==> src/rtl/keypad_pkg.sv <==
// Shared types and constants for the 4x4 keypad scanner.
// Optional feature macro used by keypad_scan: KEYPAD_AUTOREPEAT_EN.
package keypad_pkg;

   localparam int unsigned NROWS = 4;
   localparam int unsigned NCOLS = 4;

   typedef enum logic [1:0] {
      IDLE,
      DEBOUNCE,
      PRESSED,
      RELEASE
   } state_t;

   typedef enum logic [1:0] {
      NONE,
      SINGLE,
      MULTI
   } scan_res_t;

endpackage

==> src/rtl/keypad_row_scan.sv <==
// Column synchronizer, row strobe ring and per-scan column capture/classification.
module keypad_row_scan
   import keypad_pkg::*;
#(
   parameter int unsigned SCAN_DIV = 5000
) (
   input  logic       clk,
   input  logic       rst,
   input  logic [3:0] col_in,
   output logic [3:0] row_out,
   output logic       scan_done,
   output logic [1:0] scan_result,
   output logic [3:0] scan_code
);

   localparam int unsigned CW = $clog2(SCAN_DIV);

   logic [3:0]    sync1;
   logic [3:0]    cs;
   logic [CW-1:0] cnt;
   logic [1:0]    ridx;
   logic [2:0][NCOLS-1:0] cap;
   logic [NROWS*NCOLS-1:0] hits;
   logic [4:0]    nhits;
   logic          tick;

   assign tick      = (cnt == CW'(SCAN_DIV - 1));
   assign scan_done = tick && (ridx == 2'd3);

   always_ff @(posedge clk or posedge rst) begin
      if (rst) begin
         sync1   <= '1;
         cs      <= '1;
         cnt     <= '0;
         ridx    <= '0;
         row_out <= 4'b1110;
         cap     <= '0;
      end else begin
         sync1 <= col_in;
         cs    <= sync1;
         if (tick) begin
            cnt     <= '0;
            ridx    <= ridx + 2'd1;
            row_out <= {row_out[2:0], row_out[3]};
            if (ridx != 2'd3)
               cap[ridx] <= ~cs;
         end else begin
            cnt <= cnt + CW'(1);
         end
      end
   end

   // Row 3 is classified straight from the live sample so the result is ready on its tick.
   assign hits = {~cs, cap};

   always_comb begin
      nhits     = '0;
      scan_code = '0;
      for (int unsigned i = 0; i < NROWS*NCOLS; i++) begin
         if (hits[i]) begin
            nhits     = nhits + 5'd1;
            scan_code = 4'(i);
         end
      end
      if (nhits == 5'd0)
         scan_result = NONE;
      else if (nhits == 5'd1)
         scan_result = SINGLE;
      else
         scan_result = MULTI;
   end

endmodule

==> src/rtl/keypad_scan.sv <==
// 4x4 keypad scanner top: debounce FSM and key outputs over keypad_row_scan.
// Define KEYPAD_AUTOREPEAT_EN to re-pulse key_valid every REPEAT_SCANS held scans.
module keypad_scan
   import keypad_pkg::*;
#(
   parameter int unsigned SCAN_DIV       = 5000,
   parameter int unsigned DEBOUNCE_SCANS = 4,
   parameter int unsigned REPEAT_SCANS   = 50
) (
   input  logic       clk,
   input  logic       rst,
   input  logic [3:0] col_in,
   output logic [3:0] row_out,
   output logic [3:0] key_code,
   output logic       key_valid,
   output logic       key_held
);

   if (SCAN_DIV < 3 || DEBOUNCE_SCANS < 1 || REPEAT_SCANS < 1)
      $error("keypad_scan: SCAN_DIV>=3, DEBOUNCE_SCANS>=1, REPEAT_SCANS>=1 required");

   localparam int unsigned DW       = $clog2(DEBOUNCE_SCANS + 1);
   localparam bit          ONE_SCAN = (DEBOUNCE_SCANS == 1);

   logic          scan_done;
   logic [1:0]    scan_result;
   logic [3:0]    scan_code;
   scan_res_t     res;
   state_t        state;
   logic [3:0]    cand;
   logic [DW-1:0] dcnt;
   logic          dcnt_last;

   keypad_row_scan #(.SCAN_DIV(SCAN_DIV)) u_row_scan (
      .clk         (clk),
      .rst         (rst),
      .col_in      (col_in),
      .row_out     (row_out),
      .scan_done   (scan_done),
      .scan_result (scan_result),
      .scan_code   (scan_code)
   );

   assign res       = scan_res_t'(scan_result);
   assign dcnt_last = (dcnt == DW'(DEBOUNCE_SCANS - 1));

`ifdef KEYPAD_AUTOREPEAT_EN
   localparam int unsigned RW = $clog2(REPEAT_SCANS + 1);
   logic [RW-1:0] rcnt;
   logic          rep_last;
   assign rep_last = (rcnt == RW'(REPEAT_SCANS - 1));
`endif

   always_ff @(posedge clk or posedge rst) begin
      if (rst) begin
         state     <= IDLE;
         cand      <= '0;
         dcnt      <= '0;
         key_code  <= '0;
         key_valid <= 1'b0;
         key_held  <= 1'b0;
`ifdef KEYPAD_AUTOREPEAT_EN
         rcnt      <= '0;
`endif
      end else begin
         key_valid <= 1'b0;
         if (scan_done) begin
            unique case (state)
               IDLE: begin
                  if (res == SINGLE) begin
                     cand <= scan_code;
                     dcnt <= DW'(1);
                     if (ONE_SCAN) begin
                        state     <= PRESSED;
                        key_code  <= scan_code;
                        key_valid <= 1'b1;
                        key_held  <= 1'b1;
                     end else begin
                        state <= DEBOUNCE;
                     end
                  end
               end
               DEBOUNCE: begin
                  if (res == SINGLE && scan_code == cand) begin
                     dcnt <= dcnt + DW'(1);
                     if (dcnt_last) begin
                        state     <= PRESSED;
                        key_code  <= cand;
                        key_valid <= 1'b1;
                        key_held  <= 1'b1;
                     end
                  end else begin
                     state <= IDLE;
                     dcnt  <= '0;
                  end
               end
               PRESSED: begin
                  if (res == NONE) begin
`ifdef KEYPAD_AUTOREPEAT_EN
                     rcnt <= '0;
`endif
                     if (ONE_SCAN) begin
                        state    <= IDLE;
                        dcnt     <= '0;
                        key_held <= 1'b0;
                     end else begin
                        state <= RELEASE;
                        dcnt  <= DW'(1);
                     end
                  end
`ifdef KEYPAD_AUTOREPEAT_EN
                  else if (res == SINGLE && scan_code == cand) begin
                     if (rep_last) begin
                        rcnt      <= '0;
                        key_valid <= 1'b1;
                     end else begin
                        rcnt <= rcnt + RW'(1);
                     end
                  end
`endif
               end
               RELEASE: begin
                  if (res == NONE) begin
                     if (dcnt_last) begin
                        state    <= IDLE;
                        dcnt     <= '0;
                        key_held <= 1'b0;
                     end else begin
                        dcnt <= dcnt + DW'(1);
                     end
                  end else begin
                     state <= PRESSED;
                     dcnt  <= '0;
                  end
               end
            endcase
         end
      end
   end

endmodule
==> config.mk <==
export PLATFORM = sky130hd
export DESIGN_NAME = keypad_scan
export DESIGN_NICKNAME = d
export VERILOG_FILES = /design/src/rtl/keypad_pkg.sv /design/src/rtl/keypad_row_scan.sv /design/src/rtl/keypad_scan.sv
export SDC_FILE = /design/constraint.sdc
export NUM_CORES = 1
export LEC_CHECK = 0
export CAP_MARGIN = 15
export CORE_ASPECT_RATIO = 1.25
export CORE_MARGIN = 4
export CORE_UTILIZATION = 45
export CTS_BUF_LIST = sky130_fd_sc_hd__clkbuf_4 sky130_fd_sc_hd__clkbuf_8
export DETAILED_ROUTE_END_ITERATION = 6
export GPL_ROUTABILITY_DRIVEN = 0
export PLACE_DENSITY = 0.71
export SETUP_SLACK_MARGIN = 0.2
export SLEW_MARGIN = 20
export SYNTH_ARGS = -nofsm -noshare
export SYNTH_HDL_FRONTEND = slang
export SYNTH_SLANG_ARGS = --single-unit
==> constraint.sdc <==
create_clock -name clk -period 9.2 [get_ports clk]
set_input_delay 1.38 -clock clk [delete_from_list [all_inputs] [get_ports clk]]
set_output_delay 1.38 -clock clk [all_outputs]
set_load 0.03 [all_outputs]
## Yosys cells after proc, flatten, opt, wreduce, memory -nomap -nowiden

Cells that the tools add are included.

| storage, ports and cells | value |
|---|---|
| word-level logic and storage cells | 125 |
| output and inout bits | 10 |
| register bits after elaboration | 54 |
| input port bits | 6 |
| latch bits | 0 |
| RAM bits | 0 |
| memories | 0 |
| ROM bits | 0 |

| cells by class | value |
|---|---|
| $lt $le $gt $ge | 2 |
| multiply operators | 0 |
| shifts and indexed selects | 0 |
| divide/modulo/power cells | 0 |
| mux-type cells | 59 |
| reductions and logical operators | 13 |
| equal/unequal tests | 18 |
| add/sub/neg operators | 18 |
| bitwise gates (word level) | 1 |

Operators with widths:

| cell | number |
|---|---|
| 5-bit two-way mux | 15 |
| 5-bit by 1-bit adder with 5-bit output (second input constant) | 14 |
| 4-bit two-way mux | 9 |
| 3-bit two-way mux | 9 |
| 2-bit two-way mux | 10 |
| 2-bit inequality test (second input constant) | 7 |
| 13-bit by 1-bit adder with 13-bit output (second input constant) | 1 |
| 13-bit == test (second input constant) | 1 |
| 13-bit two-way mux | 1 |
| 12-bit bitwise mux | 1 |
| 3-bit case mux with 4 select lines | 1 |
| 1-bit two-way mux | 10 |
| 4-bit demux with 2-bit select | 1 |
| 2-bit case mux with 4 select lines | 1 |
| 2-bit == test (second input constant) | 3 |
| 3-bit inequality test (second input constant) | 2 |
| 3-bit AND reduction | 2 |
| 6-bit AND reduction | 1 |
| 5-bit by 1-bit == test with 1-bit output (second input constant) | 1 |
| 5-bit zero test | 1 |
| 5-bit AND reduction | 1 |
| 2-bit by 1-bit == test with 1-bit output (second input constant) | 2 |
| 4-bit == test | 1 |
| 2-bit zero test | 2 |
| 12 further kinds | 14 |

## Depth between registers and ports, before layout

Gate-level depths: netlist (run 1).

| depth | value |
|---|---|
| word-level depth | 39 |
| mapped depth | 51 |
| gate-level depth less buffers | 51 |

## Hierarchy

From an unflattened synthesis (run 1), not the netlist that was laid out.

| second synthesis, totals | value |
|---|---|
| cell total of the unflattened synthesis | 429 |
| area, all modules | 4036.4 um^2 |

Modules (own cells, without submodules):

| module | sequential area each (um^2) | area each (um^2) | cells each | instances |
|---|---|---|---|---|
| keypad_row_scan | 989.7 | 3228.1 | 360 | 1 |
| keypad_scan | 375.4 | 808.3 | 69 | 1 |

## Least setup slack after synthesis (run 1)

No wires, ideal clock.

| timing | value |
|---|---|
| kind | register to register |
| start point | register u_row_scan.cap[0] (netlist name) |
| end point | register cand[1] |
| buffers on the path | 0 |
| stages on the path, launching flop included | 51 |
| slack | -0.941 ns |
| period minus slack after synthesis | 10.141 ns |
| setup time | 0.128 ns |
| data required time | 9.072 ns |
| arrival | 10.014 ns |
| cells stage by stage | dfrtp_1 -> inv_1 -> ha_1 -> xor2_1 -> ha_1 -> nand2_1 -> o31ai_1 -> ha_1 -> nand2b_1 -> o21a_1 -> ha_1 -> mux2_2 -> o21ai_1 -> inv_1 -> ha_1 -> nand2_1 -> o21ai_0 -> ha_1 -> [... 15 more ...] -> a211oi_1 -> ha_1 -> nor2_1 -> a221oi_1 -> ha_1 -> mux2_2 -> a31o_2 -> ha_1 -> mux2i_1 -> inv_1 -> ha_1 -> xnor2_1 -> o31ai_1 -> o211ai_1 -> a21oi_1 -> mux2i_4 -> nor4b_4 -> mux2_1 |

| between the ends | value |
|---|---|
| longest elaborated chain between the ends | 36 |
| elaborated cells between the ends (all ways) | 37 |
| classes of those cells | add/sub: 15; eq/ne: 2; mux: 18; reduce/logical: 2 |

Ends and longest elaborated chain:

| element | RTL line | source |
|---|---|---|
| start: declaration | keypad_row_scan.sv:22 | `logic [2:0][NCOLS-1:0] cap;` |
| start signal: indexed assignment | keypad_row_scan.sv:46 | `cap[ridx] <= ~cs;` |
| 1-bit two-way mux * | keypad_row_scan.sv:60 | `if (hits[i]) begin` |
| 1-bit by 1-bit adder with 2-bit output | keypad_row_scan.sv:61 | `nhits = nhits + 5'd1;` |
| 5-bit two-way mux * | keypad_row_scan.sv:60 |  |
| 5-bit by 1-bit adder with 5-bit output | keypad_row_scan.sv:61 |  |
| 5-bit two-way mux * | keypad_row_scan.sv:60 |  |
| 5-bit by 1-bit adder with 5-bit output | keypad_row_scan.sv:61 |  |
| 5-bit two-way mux * | keypad_row_scan.sv:60 |  |
| 5-bit by 1-bit adder with 5-bit output | keypad_row_scan.sv:61 |  |
| [... 20 more ...] | -- |  |
| 5-bit two-way mux * | keypad_row_scan.sv:60 |  |
| 5-bit by 1-bit adder with 5-bit output | keypad_row_scan.sv:61 |  |
| 5-bit two-way mux * | keypad_row_scan.sv:60 |  |
| 5-bit by 1-bit == test with 1-bit output | keypad_row_scan.sv:67 | `else if (nhits == 5'd1)` |
| 2-bit two-way mux | keypad_row_scan.sv:67 |  |
| 2-bit two-way mux * | keypad_row_scan.sv:65 | `if (nhits == 5'd0)` |
| 2-bit by 1-bit == test with 1-bit output * | keypad_scan.sv:70 | `if (res == SINGLE) begin` |
| 3-bit AND reduction (no source line) * | -- |  |
| end signal: assignment | keypad_scan.sv:71 | `cand <= scan_code;` |
| end: declaration | keypad_scan.sv:30 | `logic [3:0] cand;` |

Mark *: on every way between the ends. The rest lies on a longest branch, timed or not.
A chain may end at the register's enable or synchronous reset.

## Worst setup path after layout (run 1)

| timing | value |
|---|---|
| start point | register u_row_scan.cap[1] (netlist name) |
| end point | register cand[3] |

| between the ends | value |
|---|---|
| longest elaborated chain between the ends | 34 |
| elaborated cells between the ends (all ways) | 35 |
| classes of those cells | add/sub: 14; eq/ne: 2; mux: 17; reduce/logical: 2 |

Ends and longest elaborated chain:

| element | RTL line |
|---|---|
| 5-bit two-way mux * | keypad_row_scan.sv:60 |
| 5-bit by 1-bit adder with 5-bit output | keypad_row_scan.sv:61 |
| 5-bit two-way mux * | keypad_row_scan.sv:60 |
| 5-bit by 1-bit adder with 5-bit output | keypad_row_scan.sv:61 |
| 5-bit two-way mux * | keypad_row_scan.sv:60 |
| 5-bit by 1-bit adder with 5-bit output | keypad_row_scan.sv:61 |
| 5-bit two-way mux * | keypad_row_scan.sv:60 |
| 5-bit by 1-bit adder with 5-bit output | keypad_row_scan.sv:61 |
| [... 18 more ...] | -- |
| 5-bit two-way mux * | keypad_row_scan.sv:60 |
| 5-bit by 1-bit adder with 5-bit output | keypad_row_scan.sv:61 |
| 5-bit two-way mux * | keypad_row_scan.sv:60 |
| 5-bit by 1-bit == test with 1-bit output | keypad_row_scan.sv:67 |
| 2-bit two-way mux | keypad_row_scan.sv:67 |
| 2-bit two-way mux * | keypad_row_scan.sv:65 |
| 2-bit by 1-bit == test with 1-bit output * | keypad_scan.sv:70 |
| 3-bit AND reduction (no source line) * | -- |

Marks and branches as above.

==> results_dict.tcl, run 1 <==
set metrics [dict create \
    critical_path_class "register to register" \
    postRouteWirelength_um 8930 \
    timing.hold.worst.start "u_row_scan.sync1[0]" \
    setup-violations-final 14 \
    detail_route.first_pass.iterations 4 \
    initial_utilization 0.463 \
    grt_max_degree 55 \
    antenna-diode-count 0 \
    clock_tree_from_tritoncts "built" \
    ys.flop_type "dfrtp_1" \
    ff2ff_setup_slack_ns -0.32 \
    portBuffers 15 \
    grt_setup_unrepaired "yes" \
    hold_violations 0 \
    wl_per_cell_um 14.4 \
    r2r_cells 50 \
    clock_sinks 54 \
    placement.setup.worst_slack_ns -0.511 \
    hp-class "register to register" \
    synth.cell_area_mm2 0.00427 \
    cpPeakStageDelay_ns 0.42 \
    crit_family "adder cells" \
    failed_checks "setup timing" \
    power_frac_seq 0.572 \
    synth_async_sr_flop_share 1.00 \
    stdcell_area_mm2 0.00521 \
    die_height_um 117 \
    initialDrtViolationCount 93 \
    holdPathStages 0 \
    multi_input_comb_area_mm2 0.00298 \
    postSynthRegisterBits 54 \
    worst_setup_hold_path_clk_slew_ns 0.11 \
    finalNonFillerCells 622 \
    timing.clock.skew_ns 0.0164 \
    cp_slowest_cell "dfrtp_1" \
    syn_to_final_growth_pct 22.1 \
    avgSynthCellArea_um2 9.57 \
    grt_overflow 0 \
    die_w_um 95.1 \
    fillerInstances 803 \
    clock.fmax_mhz 105 \
    drc_errors 0 \
    rows 39 \
    place.detailed.instances 604 \
    layout_commonest_cell "dfrtp_1" \
    final.min_clock_period_ns 9.52 \
    outcome "finished with violations" \
    route.antenna.remaining_nets 0 \
    synthDistinctLibCells 80 \
    finish.net_count 527 \
    grt.total_usage 0.173 \
    power.share.combinational 0.116 \
    via_per_inst 5.39 \
    synth_fp_nets 475 \
    tightestPinTransition_ns 0.900 \
    net-switching-power_uw 109 \
    worst_r2r_startpoint "u_row_scan.cap[1]" \
    timing.final.ws_setup_ns -0.315 \
    layout_utilization 0.565 \
    dp_hpwl_um 6680 \
    area.sequential_mm2 0.00137 \
    core-area_mm2 0.00922 \
    clk_root_buffer_cell "clkbuf_8" \
    drv_cap 0 \
    antenna_violations_before_repair 0 \
    yosysSeqAreaShare 0.320 \
    powerDensity_mw_per_mm2 82.1 \
    count_of_flip_flops_with_a_built_in_enable_after_synthesis 0 \
    synth-warning-count 0 \
    cp-end-kind "register" \
    regToRegEndpoint "cand[3]" \
    layout-drive-gt1-share 0.293 \
    crit_path_max_fanout 4 \
    mostFrequentLayoutCells "43 x dfrtp_1, 42 x nand2_1, 41 x buf_4" \
    power.share.switching 0.255 \
    final.hold.worst_slack_ns 0.359 \
    final.period_utilization 1.03 \
    cellLeakagePower_nw 2.31 \
    internal_power_uw 319 \
    data_required_time_at_the_worst_endpoint_ns 9.40 \
    critPathLaunchType "register" \
    cts_buffers 5 \
    hold_path_end "u_row_scan.cs[0]" \
    slew_headroom 0.400 \
    dieArea_mm2 0.0111 \
    wire_length_of_the_first_global_routing_pass_um 15500 \
    floorplan.io_pins 16 \
    ctsHtreeMaxLevel 2 \
    finalMaxSlewViolations 0 \
    clock_path_buffers 2 \
    cp.buffers_inverters 4 \
    total_power_of_the_final_layout_uw 428 \
    timing.critical_path.mode_cell "ha_1" \
    worst_ir_drop_vdd_mv 0.127 \
    netlist_instances 446 \
    setup-tns-final_ns -2.92 \
    dr_total_vias 3352 \
    clock_latency_ns 0.32 \
    place_area_mm2 0.00491 \
    cp.arrival_ns 9.72 \
    share_clk_of_total_power 0.311 \
    first_global_vias 3481 \
]
power by group through the flow:
stage	Sequential, mW	Clock [mW]	Combinational (mW)
global placement	0.249	0	0.0377
finish	0.245	0.133	0.0498
detailed placement	0.249	0	0.0389
floorplan	0.246	0	0.0285
CTS	0.245	0.140	0.0427
global route	0.246	0.148	0.0545
state kept, by name (all words and copies together), names as in the netlist, 2 cells and up:
register,cells
key_code,4
u_row_scan.sync1,4
u_row_scan.cap,12
u_row_scan.cnt,13
u_row_scan.row_out,4
cand,4
u_row_scan.cs,4
dcnt,3
u_row_scan.ridx,2
state,2
layout make-up:
class                      instances  area share
multi-input combinational        347       0.571
clock inverter                     3     0.00360
clock buffer                       5      0.0132
inverter                          31      0.0240
sequential                        54       0.262
tap                              123      0.0295
timing repair buffer              59      0.0967
synthesized netlist by cell type (3+ instances only):
library cell	number	area share
clkbuf_1	8	0.0070
nand3_1	12	0.014
a31oi_1	5	0.0073
o32ai_1	4	0.0082
xnor2_1	32	0.066
dfstp_2	11	0.068
buf_6	3	0.0079
dfrtp_1	43	0.25
nand2_1	45	0.040
or3_1	4	0.0059
mux2_4	4	0.014
xor2_1	13	0.027
nor3b_1	4	0.0070
inv_1	30	0.026
and2_1	9	0.013
or2_2	5	0.0073
mux2i_1	6	0.014
ha_1	23	0.067
a21oi_1	14	0.016
nor2b_1	11	0.016
nor2_1	31	0.027
o21bai_1	3	0.0053
o31ai_1	4	0.0070
xnor3_1	6	0.032
xor2_2	3	0.011
and4b_1	3	0.0070
nand4_1	5	0.0073
mux2_2	6	0.016
nor4_1	4	0.0059
nor3_1	9	0.011
o21ai_0	23	0.027
repair_timing:
action	4_1_cts	5_1_grt
setup buffers	4	6
pin swaps	23	10
endpoints found under the setup margin	15	15
hold buffers	0	0
cloned	0	0
resized for setup	11	17
how the worst max path moves through the flow:
stage,start,to,depth (start not counted)
6_report,u_row_scan.cap[1],cand[3],50
5_1_grt,u_row_scan.cap[1],cand[3],50
4_1_cts,u_row_scan.cap[1],key_held,51
3_5_place_dp,u_row_scan.cap[1],cand[3],50
3_3_place_gp,u_row_scan.cap[1],cand[1],50
2_1_floorplan,u_row_scan.cap[1],cand[1],50
cell families (layout without fill, tap and decap cells):
logic type	after synthesis	in the layout	synth area share
and+or+nand+nor	156	156	0.193
AOI/OAI and AO/OA	85	85	0.135
xor gates and xnor gates	62	62	0.177
DFF	54	54	0.320
buffers and inverters	45	98	0.0475
adders and majority gates	24	24	0.0698
muxes	20	20	0.0577
routing by layer:
layer  global-route usage  part of all wire  wire [um]  vias to the layer above
met3               0.0243             0.017        156                       18
met2                0.320              0.54       4830                       39
met1                0.196              0.42       3710                     1623
li1                     -                 -          -                     1672
met4               0.0760             0.027        237                        0
met5                    0                 0          0                        -
No activity file was read; power rests on OpenSTA's default activity.
==> run 2, diff against run 1 <==
--- a/config.mk
+++ b/config.mk
@@ -17,4 +17,5 @@
 export SLEW_MARGIN = 20
 export SYNTH_ARGS = -nofsm -noshare
 export SYNTH_HDL_FRONTEND = slang
+export SYNTH_HIERARCHICAL = 1
 export SYNTH_SLANG_ARGS = --single-unit
==> results_dict.tcl, run 2 <==
set metrics [dict create \
    outcome "completed" \
    data_required_time_at_the_worst_endpoint_ns 9.38 \
    finalMaxSlewViolations 0 \
    clock.fmax_mhz 110 \
    power.share.switching 0.249 \
    setup-violations-final 0 \
    timing.hold.worst.start "u_row_scan/sync1[2]" \
    first_global_vias 3245 \
    crit_family "adder cells" \
    worstSetupStartpoint "u_row_scan/cap[0]" \
    yosysSeqAreaShare 0.338 \
    synth_fp_nets 458 \
    holdPathStages 0 \
    top_registers "u_row_scan/cnt (13), u_row_scan/cap (12)" \
    powerDensity_mw_per_mm2 86.1 \
    antenna_violations_before_repair 0 \
    power_frac_seq 0.563 \
    worst_ir_drop_vdd_mv 0.120 \
    ff2ff_setup_slack_ns 0.12 \
    net-switching-power_uw 108 \
    grt_max_degree 40 \
    cts_hold_buffers 0 \
    synth_area_leaders "dfrtp_1 27%, dfstp_2 7.2%, ha_1 7.1%" \
    postSynthRegisterBits 54 \
    hold_violations 0 \
    avgSynthCellArea_um2 9.41 \
    largest_register_ff_count 13 \
    drc_errors 0 \
    clock_path_buffers 2 \
    syn_to_final_growth_pct 25.2 \
    cp-end-kind "register" \
    grt_setup_unrepaired "yes" \
    largest-register "u_row_scan/cnt" \
    mostFrequentLayoutCells "58 x nand2_1, 43 x dfrtp_1, 40 x buf_4" \
    synth.largest_area_cell "dfrtp_1" \
    rows 38 \
    regToRegEndpoint "dcnt[0]" \
    dp_hpwl_um 5980 \
    hp-class "register to register" \
    cp.arrival_ns 9.26 \
    critPathLaunchType "register" \
    clock_sinks 54 \
    final.period_utilization 0.987 \
    die_height_um 114 \
    core-area_mm2 0.00870 \
    layout_commonest_cell "nand2_1" \
    count_of_flip_flops_with_a_built_in_enable_after_synthesis 0 \
    fillerInstances 701 \
    finish.net_count 505 \
    die_w_um 92.7 \
    ctsHtreeMaxLevel 2 \
    synth_async_sr_flop_share 1.00 \
    synthDistinctLibCells 71 \
    postRouteWirelength_um 8480 \
    wl_per_cell_um 14.2 \
    cpPeakStageDelay_ns 0.42 \
    initial_utilization 0.464 \
    cp_slowest_cell "dfrtp_1" \
    internal_power_uw 327 \
    dieArea_mm2 0.0106 \
    stdcell_area_mm2 0.00505 \
    cp.buffers_inverters 6 \
    initialDrtViolationCount 117 \
    antenna-diode-count 0 \
    final.min_clock_period_ns 9.08 \
    clock_tree_from_tritoncts "built" \
    synth.cell_area_mm2 0.00404 \
    worst_r2r_startpoint "u_row_scan/cap[0]" \
    route.antenna.remaining_nets 0 \
    r2r_cells 53 \
    crit_path_max_fanout 3 \
    floorplan.io_pins 16 \
    place_area_mm2 0.00456 \
    drv_cap 0 \
    netlist_instances 429 \
    hold_path_end "u_row_scan/cs[2]" \
    clk_root_buffer_cell "clkbuf_8" \
    grt.total_usage 0.166 \
    grt_overflow 0 \
    ys.flop_type "dfrtp_1" \
    share_clk_of_total_power 0.329 \
    yosys.area.top_type_share 0.267 \
    critical_path_class "register to register" \
    timing.critical_path.mode_cell "ha_4" \
    timing.clock.skew_ns 0.00618 \
    power.share.combinational 0.109 \
    detail_route.first_pass.iterations 4 \
    layout-drive-gt1-share 0.302 \
    slew_headroom 0.505 \
    via_per_inst 5.30 \
    netlist_top_cells_count "62 x nand2_1, 43 x dfrtp_1, 29 x nor2_1, 29 x xnor2_1, 25 x o21ai_0" \
    portBuffers 15 \
    wire_length_of_the_first_global_routing_pass_um 14400 \
    layout_utilization 0.581 \
    dr_total_vias 3165 \
    worst_setup_hold_path_clk_slew_ns 0.10 \
    tightestPinTransition_ns 0.736 \
    synth_most_common_cell "nand2_1" \
    clock_latency_ns 0.32 \
    cts_buffers 5 \
    synth-warning-count 6 \
    cellLeakagePower_nw 2.26 \
]
[run 2: layer usage]
metal / global-route usage / vias up / share of wire
met5: 0 / - / 0
met4: 0.0626 / 0 / 0.017
met3: 0.0251 / 12 / 0.023
met2: 0.301 / 45 / 0.53
met1: 0.198 / 1523 / 0.43
li1: - / 1585 / -
[run 2: kinds of logic (layout without fill, tap and decap cells)]
kind of cell	count (synthesis)	count (layout)	share of synthesized area
and+or+nand+nor	162	162	0.204
AOI/OAI and AO/OA	72	72	0.118
xor gates and xnor gates	60	60	0.170
DFF	54	54	0.338
buffers and inverters	40	88	0.0471
adders and majority gates	23	23	0.0713
muxes	18	18	0.0515
[run 2: worst max-delay path by stage]
stage               cells after the start          end
floorplan                              52  key_code[0]
global placement                       51  key_code[0]
detailed placement                     51  key_code[0]
CTS                                    51      dcnt[0]
global route                           52      dcnt[0]
finish                                 53      dcnt[0]
[run 2: cell type report]
class	count	area, um2	share of cell area
repair buffers	58	484	0.0958
inverters	22	82.6	0.0163
well taps	120	150	0.0297
flip-flops and latches	54	1370	0.270
clock inverters	2	17.5	0.00347
clock buffers	6	82.6	0.0163
multi-input cells	335	2870	0.568
[run 2: metrics by stage]
stage	hold WS (ns)	setup WS, ns	instances	TNS [ns]	total power, mW
finish	0.359	0.119	597	0	0.435
global route	0.367	-0.390	597	-3.62	0.455
CTS	0.357	0.0989	593	0	0.431
detailed placement	0.350	-0.147	573	-1.22	0.287
global placement	0.345	0.0650	573	0	0.285
floorplan	0.345	0.0653	429	0	0.273
[run 2: power by group through the flow]
stage | sequential, mW | clock (mW) | combinational, mW
floorplan | 0.246 | 0 | 0.0274
detailed placement | 0.249 | 0 | 0.0375
CTS | 0.245 | 0.147 | 0.0390
finish | 0.245 | 0.143 | 0.0473
global placement | 0.249 | 0 | 0.0364
global route | 0.246 | 0.158 | 0.0516
[run 2: worst register-to-register path, delay by kind of cell, from the launching register on]
kind                     cells  cell delay [ns]
multiplexers                 5             1.07
XOR/XNOR                     1             0.23
AO/OA/AOI/OAI               13             1.94
buffers and inverters        6             0.62
flip-flops                   1             0.42
adder cells (fa/ha/maj)     13             3.24
AND/OR/NAND/NOR             15             1.41
[run 2: repair_timing]
item                                   CTS  global route
setup endpoints to repair               15            15
gates resized for setup                 11            41
cloned                                   0             0
endpoints found under the hold margin    0             0
setup buffers                           12             4
pin swaps                               20             8
